`config.mk`:
```
export PLATFORM = sky130hd
export DESIGN_NAME = twos_to_sign_mag
export DESIGN_NICKNAME = d
export VERILOG_FILES = /design/src/rtl/twos_to_sign_mag.sv
export SDC_FILE = /design/constraint.sdc
export NUM_CORES = 1
export LEC_CHECK = 0
export ABC_AREA = 1
export CAP_MARGIN = 10
export CORE_ASPECT_RATIO = 0.8
export CORE_UTILIZATION = 43
export DETAILED_ROUTE_END_ITERATION = 7
export MAX_ROUTING_LAYER = met4
export PLACE_DENSITY = 0.81
export RECOVER_POWER = 25
export SLEW_MARGIN = 10
export SYNTH_ARGS = -nofsm -noshare
export SYNTH_HDL_FRONTEND = slang
export SYNTH_SLANG_ARGS = --single-unit
```
`constraint.sdc`:
```
create_clock -name clock -period 1.1 [get_ports clock]
set_input_delay 0.22 -clock clock [delete_from_list [all_inputs] [get_ports clock]]
set_output_delay 0.22 -clock clock [all_outputs]
set_load 0.02 [all_outputs]
```
`src/rtl/twos_to_sign_mag.sv`:
```
// twos_to_sign_mag: two-stage valid/ready pipeline converting a (MAG_W+1)-bit
// two's complement value into sign + MAG_W-bit magnitude.
// Stage 1 captures the raw input. Stage 2 holds the converted result that
// drives the io_out_* ports.
// The most negative input (-2^MAG_W) saturates to an all-ones magnitude with
// io_out_ovf set.
// Optional feature macro TWOS2SM_OVF_CNT_EN adds io_ovf_count. This is a
// saturating 16-bit count of accepted output beats that had io_out_ovf=1.
module twos_to_sign_mag #(
    parameter int unsigned MAG_W = 8
) (
    input  logic             clock,
    input  logic             reset,
    input  logic             io_in_valid,
    output logic             io_in_ready,
    input  logic [MAG_W:0]   io_in_twos,
    output logic             io_out_valid,
    input  logic             io_out_ready,
    output logic             io_out_sign,
    output logic [MAG_W-1:0] io_out_mag,
    output logic             io_out_ovf
`ifdef TWOS2SM_OVF_CNT_EN
    ,
    output logic [15:0]      io_ovf_count
`endif
);

    logic             s1_valid;
    logic [MAG_W:0]   s1_data;
    logic             s2_valid;
    logic             s2_sign;
    logic [MAG_W-1:0] s2_mag;
    logic             s2_ovf;

    logic             in_fire;
    logic             move;
    logic             out_fire;

    logic             conv_sign;
    logic [MAG_W-1:0] conv_mag;
    logic             conv_ovf;
    logic [MAG_W-1:0] negated;
    logic             is_min;

    // Handshake: s1 may accept whenever it is empty or will empty on this edge.
    always_comb begin
        io_in_ready = !s1_valid || !s2_valid || io_out_ready;
        in_fire     = io_in_valid && io_in_ready;
        move        = s1_valid && (!s2_valid || io_out_ready);
        out_fire    = s2_valid && io_out_ready;
    end

    // Conversion of the stage-1 value; only the low MAG_W bits of the negation matter.
    always_comb begin
        negated   = ~s1_data[MAG_W-1:0] + {{(MAG_W-1){1'b0}}, 1'b1};
        is_min    = s1_data[MAG_W] && (s1_data[MAG_W-1:0] == '0);
        conv_sign = s1_data[MAG_W];
        conv_ovf  = is_min;
        if (is_min) begin
            conv_mag = '1;
        end else if (s1_data[MAG_W]) begin
            conv_mag = negated;
        end else begin
            conv_mag = s1_data[MAG_W-1:0];
        end
    end

    // Stage 1: capture the raw input beat; it clears when it moves on without a refill.
    always_ff @(posedge clock or negedge reset) begin
        if (!reset) begin
            s1_valid <= 1'b0;
            s1_data  <= '0;
        end else begin
            if (in_fire) begin
                s1_valid <= 1'b1;
                s1_data  <= io_in_twos;
            end else if (move) begin
                s1_valid <= 1'b0;
            end
        end
    end

    // Stage 2: hold the converted beat until downstream accepts it.
    always_ff @(posedge clock or negedge reset) begin
        if (!reset) begin
            s2_valid <= 1'b0;
            s2_sign  <= 1'b0;
            s2_mag   <= '0;
            s2_ovf   <= 1'b0;
        end else begin
            if (move) begin
                s2_valid <= 1'b1;
                s2_sign  <= conv_sign;
                s2_mag   <= conv_mag;
                s2_ovf   <= conv_ovf;
            end else if (out_fire) begin
                s2_valid <= 1'b0;
            end
        end
    end

    // Output ports mirror stage 2.
    always_comb begin
        io_out_valid = s2_valid;
        io_out_sign  = s2_sign;
        io_out_mag   = s2_mag;
        io_out_ovf   = s2_ovf;
    end

`ifdef TWOS2SM_OVF_CNT_EN
    logic [15:0] ovf_count;

    // Count accepted saturated beats, sticking at the maximum value.
    always_ff @(posedge clock or negedge reset) begin
        if (!reset) begin
            ovf_count <= '0;
        end else if (out_fire && s2_ovf && (ovf_count != '1)) begin
            ovf_count <= ovf_count + 16'd1;
        end
    end

    // Expose the counter.
    always_comb begin
        io_ovf_count = ovf_count;
    end
`endif

endmodule

```
==> results of run 1 <==
power by group through the flow:
stage                     Combinational (W)  Clock, W  Sequential [W]
after floorplan                    0.000507         0         0.00129
after global placement              0.00119         0         0.00111
after detailed placement            0.00123         0         0.00113
after CTS                           0.00115  0.000375         0.00111
after global routing                0.00151  0.000419         0.00116
final                               0.00140  0.000363         0.00114
kinds of logic after synthesis:
family,count (synthesis)
muxes,3
buffers and inverters,12
and+or+nand+nor,58
AOI/OAI and AO/OA,15
adders and majority gates,1
DFF,21
xor gates and xnor gates,3
sequential cells by signal, indices dropped and copies added (netlist names):
| name | cells |
|---|---|
| io_out_valid | 1 |
| io_out_ovf | 1 |
| io_out_sign | 1 |
| io_out_mag | 8 |
| s1_data | 9 |
| s1_valid | 1 |
worst max path at each step:
stage / end / slack (ns) / cells after the start
floorplan: s1_data[2] / -0.05 / 3
global placement: io_in_ready / -0.53 / 4
detailed placement: io_in_ready / -0.54 / 4
CTS: io_in_ready / -0.09 / 2
global route: io_out_mag[7] / -0.24 / 7
finish: io_out_mag[4] / -0.11 / 6
per-stage QoR:
step	instance area, µm²	instances	setup WS [ns]	setup TNS (ns)	util
after CTS	1500	180	-0.0886	-1.02	0.667
after global placement	1470	174	-0.533	-7.90	0.654
after detailed placement	1470	174	-0.543	-8.74	0.654
after global routing	1640	187	-0.240	-2.35	0.730
final	1640	187	-0.115	-1.18	0.730
after floorplan	1100	113	-0.0526	-0.158	-
worst max-delay path, stage by stage, from the launching register on:
cell and delay, ns:
dfrtp_1 0.40, inv_2 0.06, ha_4 0.17, nand3_4 0.10, nor2_4 0.04, nor2_4 0.23, a21oi_2 0.08
Yosys cell counts:
cell / instances / area (µm²)
dfrtp_1: 21 / 526
nand2_1: 20 / 75.1
nor2_1: 20 / 75.1
a21oi_2: 9 / 78.8
inv_1: 7 / 26.3
nor2_2: 5 / 31.3
nand3_1: 4 / 20.0
a21oi_1: 3 / 15.0
mux2_2: 3 / 33.8
o21ai_0: 3 / 15.0
inv_2: 2 / 7.51
nand2_2: 2 / 12.5
nand2_4: 2 / 22.5
nor2_4: 2 / 22.5
xor2_1: 2 / 17.5
buf_4: 1 / 7.51
buf_6: 1 / 11.3
buf_8: 1 / 15.0
ha_1: 1 / 12.5
nand3_2: 1 / 10.0
nand3_4: 1 / 17.5
nand3b_1: 1 / 7.51
xnor2_1: 1 / 8.76
per-layer routing:
layer / vias to the layer above / part of all wire / track usage
met5: - / 0 / -
met4: 0 / 0.016 / 0.0524
met3: 6 / 0.065 / 0.0646
met2: 30 / 0.52 / 0.330
met1: 420 / 0.39 / 0.203
li1: 460 / - / -
timing repair:
item                                   in CTS  in global routing
gates resized for setup                    60                 31
hold buffers                                0                  0
buffers inserted                            2                  7
endpoints found under the hold margin       0                  0
setup endpoints to repair                  30                 32
pin swaps                                   6                  6
final cells by class:
cell class	count	area [µm²]	area share
inverter	9	33.8	0.0205
timing repair buffer	48	444	0.270
clock buffer	3	22.5	0.0137
tap	25	31.3	0.0190
multi-input combinational	80	577	0.351
sequential	21	531	0.323
clock inverter	1	5.00	0.00304
==> results_dict.tcl, run 1 <==
set metrics [dict create \
    outcome "finished, violations left" \
    violations "design-rule violations, negative setup slack" \
    area_delta_synth_final_pct 53.9 \
    ys_seq_area_frac 0.492 \
    synthSimpleGateAreaFrac 0.275 \
    grt_max_degree 22 \
    grt_pass1_vias 881 \
    initial_core_util 0.474 \
    wl_per_cell_um 12.7 \
    vias_per_cell 4.90 \
    worstPathArrival_ns 1.40 \
    power.internal_w 0.00182 \
    start_kind "flip-flop" \
    reg2reg_depth 6 \
    antenna_found_initial 0 \
    port_buffers 24 \
    grt_overflow 0 \
    fin_skew_ns 0.0161 \
    die_x_um 57.7 \
    hpwlAfterDp_um 1680 \
    p_seq_frac 0.392 \
    maxCapViolCount 0 \
    worstPathRequired_ns 1.29 \
    yosys_register_bits 21 \
    ir_worst_vdd_uv 1030 \
    worstPathMaxFanout 7 \
    synth_top_family_by_area "simple AND/OR/NAND/NOR gates" \
    power_switching_w 0.00108 \
    row_count 15 \
    rsz0062_at_grt "true" \
    crit_type "reg -> reg" \
    relSlewSlack 0.671 \
    cts_tree "yes" \
    drive_above_1_share 0.500 \
    dr_total_vias 916 \
    nets 177 \
    cts_sinks 21 \
    final_cell_mix "nand2_1, buf_4, nor2_1, dfrtp_1, a21oi_2" \
    fp.coreArea_um2 2250 \
    synth_compound_area_frac 0.102 \
    synthCells 113 \
    r2r-start "s1_data[1]" \
    fmax_mhz 823 \
    setup_viol_count_final 17 \
    reg2reg_to "io_out_mag[4]" \
    crit_path_end_kind "flip-flop" \
    fill_cells 158 \
    clock_power_share 0.125 \
    wl_um 2370 \
    ant_nets 0 \
    power_leakage_nw 0.761 \
    worst_slew_pin_slew_ns 0.493 \
    setup_slack_ns -0.115 \
    drt-pass1-iter-count 6 \
    period_needed_ns 1.21 \
    sw_frac_of_total 0.372 \
    cp-startpoint "s1_data[1]" \
    power.density_nw_per_um2 1760 \
    diodes 0 \
    synthMuxAreaShare 0.0316 \
    track_usage 0.186 \
    grt_pass1_wl_um 3590 \
    clock-root-buffer "clkbuf_4" \
    initialDrtViolationCount 20 \
    gp_congestion 0.775 \
    synth_cell_type_count 23 \
    synth_nets 127 \
    synth_fa_ha_area_frac 0.0117 \
    dieHeight_um 46.6 \
    slew_viol_final 0 \
    hold_viol 0 \
    htreeDepth 1 \
    insertion_delay_ns 0.31 \
    clk_pin_slew_worst_paths_ns 0.12 \
    min_period_over_period 1.10 \
    cts_buffer_depth 2 \
    hold_ws_ns 0.386 \
    hold_path.class "in -> async" \
    finalPower_w 0.00290 \
    p_comb_frac 0.483 \
    cts_buffers 3 \
    syn_area_um2 1070 \
    avgSynthCellArea_um2 9.46 \
    ios 25 \
    route.detailed.drc 4 \
    ys.warnings.count 0 \
    die_area_um2 2690 \
    synthXorXnorAreaFrac 0.0246 \
    ff2ff_setup_slack_ns -0.11 \
]
Note: power is estimated with default switching activity, not from simulation.
==> run 2, diff against run 1 <==
--- a/config.mk
+++ b/config.mk
@@ -8,10 +8,11 @@
 export ABC_AREA = 1
 export CAP_MARGIN = 10
 export CORE_ASPECT_RATIO = 0.8
-export CORE_UTILIZATION = 43
+export CORE_UTILIZATION = 46
+export CTS_BUF_LIST = sky130_fd_sc_hd__clkbuf_4 sky130_fd_sc_hd__clkbuf_8
 export DETAILED_ROUTE_END_ITERATION = 7
 export MAX_ROUTING_LAYER = met4
-export PLACE_DENSITY = 0.81
+export PLACE_DENSITY = 0.85
 export RECOVER_POWER = 25
 export SLEW_MARGIN = 10
 export SYNTH_ARGS = -nofsm -noshare
==> run 2 against run 1 <==
Effect of this change: the run ends with negative setup slack left; wire length is 10% higher; clock-buffer cell count increased by 1; setup slack better by 0.029 ns; sequential share of layout area fell by 1.6 points; first-iteration DRC count up 10%; critical endpoint is now io_in_ready.
==> results_dict.tcl, run 2 (synthesis results as in run 1) <==
set metrics [dict create \
    outcome "finished, violations left" \
    violations "negative setup slack" \
    insertion_delay_ns 0.31 \
    power_leakage_nw 0.796 \
    vias_per_cell 4.98 \
    p_seq_frac 0.373 \
    area_delta_synth_final_pct 61.7 \
    top_register "s1_data" \
    port_buffers 24 \
    p_comb_frac 0.494 \
    hold_ws_ns 0.390 \
    sw_frac_of_total 0.367 \
    cpMaxStageDelayCell "dfrtp_2" \
    ir_worst_vdd_uv 1370 \
    multi_input_area_um2 594 \
    met2WireLength_um 1360 \
    setup_viol_count_final 15 \
    fill_cells 128 \
    ff2ff_setup_slack_ns -0.08 \
    start_kind "flip-flop" \
    min_period_over_period 1.08 \
    initial_core_util 0.491 \
    period_needed_ns 1.19 \
    crit_type "reg -> out" \
    cts_buffer_depth 2 \
    hold_path.class "in -> async" \
    clk_pin_slew_worst_paths_ns 0.12 \
    worstPathRequired_ns 0.88 \
    power.internal_w 0.00197 \
    track_usage 0.205 \
    ios 25 \
    worst_slew_pin_slew_ns 0.513 \
    slew_viol_final 0 \
    hpwlAfterDp_um 1550 \
    hold_buffers 0 \
    ff_latch_area_um2 531 \
    ant_nets 0 \
    row_count 15 \
    wl_met1_um 1090 \
    hold_viol 0 \
    final_common_cell "buf_4" \
    wl_per_cell_um 13.7 \
    cts_buffers 3 \
    initialDrtViolationCount 22 \
    route.detailed.drc 0 \
    dieHeight_um 45.1 \
    cts_sinks 21 \
    clock_power_share 0.133 \
    grt_pass1_vias 859 \
    critPathMaxStageDelay_ns 0.46 \
    crit_buf_inv 1 \
    largest_reg_flops 9 \
    clock-root-buffer "clkbuf_4" \
    drt-pass1-iter-count 4 \
    tns_ns -0.831 \
    worstPathArrival_ns 0.97 \
    die_area_um2 2520 \
    gp_congestion 0.752 \
    power.density_nw_per_um2 1800 \
    crit_family "flip-flops" \
    power_switching_w 0.00114 \
    worstPathMaxFanout 3 \
    fp.coreArea_um2 2180 \
    utilization 0.794 \
    drive_above_1_share 0.542 \
    htreeDepth 1 \
    grt_pass1_wl_um 3750 \
    path_cells "nand3_4 -> buf_6" \
    fmax_mhz 843 \
    grt_max_degree 22 \
    highest_layer "met4" \
    nets 181 \
    grt_overflow 0 \
    antenna_found_initial 0 \
    relSlewSlack 0.658 \
    finalPower_w 0.00310 \
    maxCapViolCount 0 \
    setup_slack_ns -0.0860 \
    rsz0062_at_grt "true" \
    met3WireLength_um 105 \
    wl_um 2610 \
    cts_tree "yes" \
    crit_path_end_kind "output port" \
    die_x_um 55.9 \
    diodes 0 \
    final_cell_mix "buf_4, nand2_1, dfrtp_1" \
    dr_total_vias 951 \
    fin_skew_ns 0.00588 \
]
## run 2: cell count changes in the layout (fill, tap and decap cells not counted), moves of 2 or more
cell / previous run / this run
buf_6: 9 / 16
nor2_2: 0 / 2
nor2_1: 17 / 15
buf_2: 4 / 0
## run 2: final cells by class
cell class / count / area share
multi-input cells: 80 / 0.344
flip-flops and latches: 21 / 0.307
repair buffers: 52 / 0.293
inverters: 9 / 0.0210
well taps: 25 / 0.0181
clock buffers: 4 / 0.0174
## run 2: per-layer routing
metal	track usage	up-vias
met3	0.0315	6
met1	0.245	449
met5	-	-
met4	0.107	0
met2	0.347	33
li1	-	463
## run 2: final timing paths
| kind | startpoint | endpoint | cells past startpoint |
|---|---|---|---|
| max in group asynchronous | reset | s1_data[2] | 2 |
| max reg2reg | s1_data[1] | io_out_mag[6] | 6 |
| min reg2reg | io_out_mag[3] | io_out_mag[3] | 2 |
| min | reset | io_out_mag[4] | 2 |
| min in group clock | io_in_twos[4] | s1_data[4] | 2 |
| max | io_out_valid | io_in_ready | 2 |
## run 2: stage by stage
step,worst slack [ns],instance area (µm²),std cells
floorplan,-0.0526,1100,113
global placement,-0.533,1470,173
detailed placement,-0.537,1470,173
CTS,-0.0916,1530,184
global route,-0.173,1730,191
finish,-0.0860,1730,191
## run 2: timing repair
item,in CTS,in global routing
gates resized for setup,63,46
endpoints found under the hold margin,0,0
pin swaps,7,6
setup buffers,7,7
setup endpoints to repair,29,32
## run 2: power groups by stage
stage               Clock, W  Sequential (W)  Combinational (W)
CTS                 0.000420         0.00111            0.00118
finish              0.000412         0.00116            0.00153
detailed placement         0         0.00113            0.00121
global placement           0         0.00111            0.00118
floorplan                  0         0.00129           0.000507
global route        0.000455         0.00118            0.00165
==> run 3, diff against run 2 <==
--- a/config.mk
+++ b/config.mk
@@ -8,13 +8,13 @@
 export ABC_AREA = 1
 export CAP_MARGIN = 10
 export CORE_ASPECT_RATIO = 0.8
-export CORE_UTILIZATION = 46
+export CORE_UTILIZATION = 51
 export CTS_BUF_LIST = sky130_fd_sc_hd__clkbuf_4 sky130_fd_sc_hd__clkbuf_8
 export DETAILED_ROUTE_END_ITERATION = 7
 export MAX_ROUTING_LAYER = met4
-export PLACE_DENSITY = 0.85
+export PLACE_DENSITY = 0.89
 export RECOVER_POWER = 25
-export SLEW_MARGIN = 10
+export SLEW_MARGIN = 15
 export SYNTH_ARGS = -nofsm -noshare
 export SYNTH_HDL_FRONTEND = slang
 export SYNTH_SLANG_ARGS = --single-unit
==> constraint.sdc (replaced) <==
create_clock -name clock -period 1.17 [get_ports clock]
set_input_delay 0.234 -clock clock [delete_from_list [all_inputs] [get_ports clock]]
set_output_delay 0.234 -clock clock [all_outputs]
set_load 0.02 [all_outputs]
==> run 3 against run 2 <==
Effect of this change: the flow still finishes with violations (negative setup slack); combinational power down 29%; clock skew about the same; cell count down 6.8%; register-to-register slack better by 0.03 ns; wire length up 0.38%; via count up 1.5%; critical path depth unchanged.
==> results_dict.tcl, run 3 (synthesis results as in run 1) <==
set metrics [dict create \
    die_x_um 53.2 \
    start_kind "flip-flop" \
    setup_slack_ns -0.0503 \
    hold_depth 5 \
    grt_overflow 0 \
    ios 25 \
    place_area_um2 1410 \
    wl_um 2620 \
    crit_type "reg -> out" \
    hpwlAfterDp_um 1620 \
    reg2reg_depth 7 \
    cts_buffers 3 \
    initialDrtViolationCount 30 \
    worstPathRequired_ns 0.94 \
    drive_above_1_share 0.468 \
    die_area_um2 2280 \
    violations "negative setup slack" \
    track_usage 0.232 \
    holdPathEnd "io_out_valid" \
    area_delta_synth_final_pct 40.7 \
    route.detailed.drc 0 \
    htreeDepth 1 \
    top_register "s1_data" \
    ir_worst_vdd_uv 1200 \
    fmax_mhz 819 \
    nets 169 \
    insertion_delay_ns 0.31 \
    initial_core_util 0.555 \
    reg2reg_to "io_out_mag[5]" \
    cts_tree "yes" \
    grt_pass1_vias 838 \
    period_needed_ns 1.22 \
    outcome "finished, violations left" \
    slew_viol_final 0 \
    drt-pass1-iter-count 5 \
    clk_pin_slew_worst_paths_ns 0.11 \
    dr_total_vias 965 \
    worst_slew_pin_slew_ns 0.513 \
    ant_nets 0 \
    cts_sinks 21 \
    min_period_over_period 1.04 \
    power_leakage_nw 0.706 \
    final_cell_mix "nand2_1, nor2_1, dfrtp_1" \
    finalNonFillerCells 178 \
    r2r-start "s1_data[4]" \
    antenna_found_initial 0 \
    fp.coreArea_um2 1930 \
    ff2ff_setup_slack_ns -0.05 \
    wl_per_cell_um 14.7 \
    tns_ns -0.334 \
    dieHeight_um 42.9 \
    cts_buffer_depth 2 \
    hold_start "io_out_ready" \
    worstPathArrival_ns 0.99 \
    worstPathMaxFanout 3 \
    hold_buffers 0 \
    port_buffers 24 \
    row_count 14 \
    dp_cells 168 \
    clock-root-buffer "clkbuf_4" \
    rsz0062_at_grt "true" \
    finalPower_w 0.00252 \
    grt_max_degree 22 \
    power.density_nw_per_um2 1680 \
    hold_viol 0 \
    crit_path_end_kind "output port" \
    diodes 0 \
    maxCapViolCount 0 \
    hold_path.class "in -> reg" \
    gp_congestion 0.807 \
    setup_viol_count_final 10 \
    fin_skew_ns 0.00636 \
    hold_ws_ns 0.362 \
    design_area_um2 1500 \
    relSlewSlack 0.658 \
    grt_pass1_wl_um 3480 \
    largest_reg_flops 9 \
    vias_per_cell 5.42 \
]
-- run 3: cell count changes in the layout (fill, tap and decap cells not counted), sizes merged --
cell	change
buf	-12
clkdlybuf4s50	-1
dlymetal6s2s	+1
-- run 3: timing repair --
item | CTS | global route
gates resized for setup | 62 | 17
setup buffers | 2 | 4
pin swaps | 6 | 8
setup endpoints to repair | 21 | 17
-- run 3: metal layers --
layer	global-route usage	vias to the layer above	wire, µm
li1	-	440	-
met1	0.252	469	1020
met2	0.382	47	1370
met3	0.0609	9	168
met4	0.126	0	63
met5	-	-	0
-- run 3: how the worst max path moves through the flow --
stage,from,endpoint,cells after the start
after CTS,io_out_valid,io_in_ready,2
after global placement,io_out_ready,io_in_ready,4
final,io_out_valid,io_in_ready,2
after global routing,s1_data[3],io_out_mag[7],8
after detailed placement,io_out_ready,io_in_ready,4
after floorplan,io_out_valid,s1_data[2],3
-- run 3: critical path, cell delays in order, from the launching register on --
cell	delay, ns
dfrtp_2	0.46
nand3_4	0.09
buf_6	0.12
-- run 3: layout make-up --
| class | instances | area [µm²] |
|---|---|---|
| Clock buffer | 4 | 30.0 |
| Fill cell | 118 | 423 |
| Inverter | 9 | 33.8 |
| Sequential cell | 21 | 532 |
| Timing Repair Buffer | 40 | 337 |
| Multi-Input combinational cell | 80 | 542 |
| Tap cell | 24 | 30.0 |
-- run 3: report_power, final --
| group | total [W] | internal (W) | leakage (nW) | switching [W] |
|---|---|---|---|---|
| clock network | 0.000369 | 0.000157 | 0.0184 | 0.000212 |
| registers | 0.00106 | 0.000914 | 0.232 | 0.000147 |
| logic | 0.00109 | 0.000471 | 0.456 | 0.000619 |
| total | 0.00252 | 0.00154 | 0.706 | 0.000978 |
-- run 3: through the flow --
step	util	setup slack (ns)
after floorplan	-	0.0123
after global routing	0.781	-0.135
final	0.781	-0.0503
after CTS	0.748	-0.0440
after global placement	0.730	-0.472
after detailed placement	0.730	-0.475
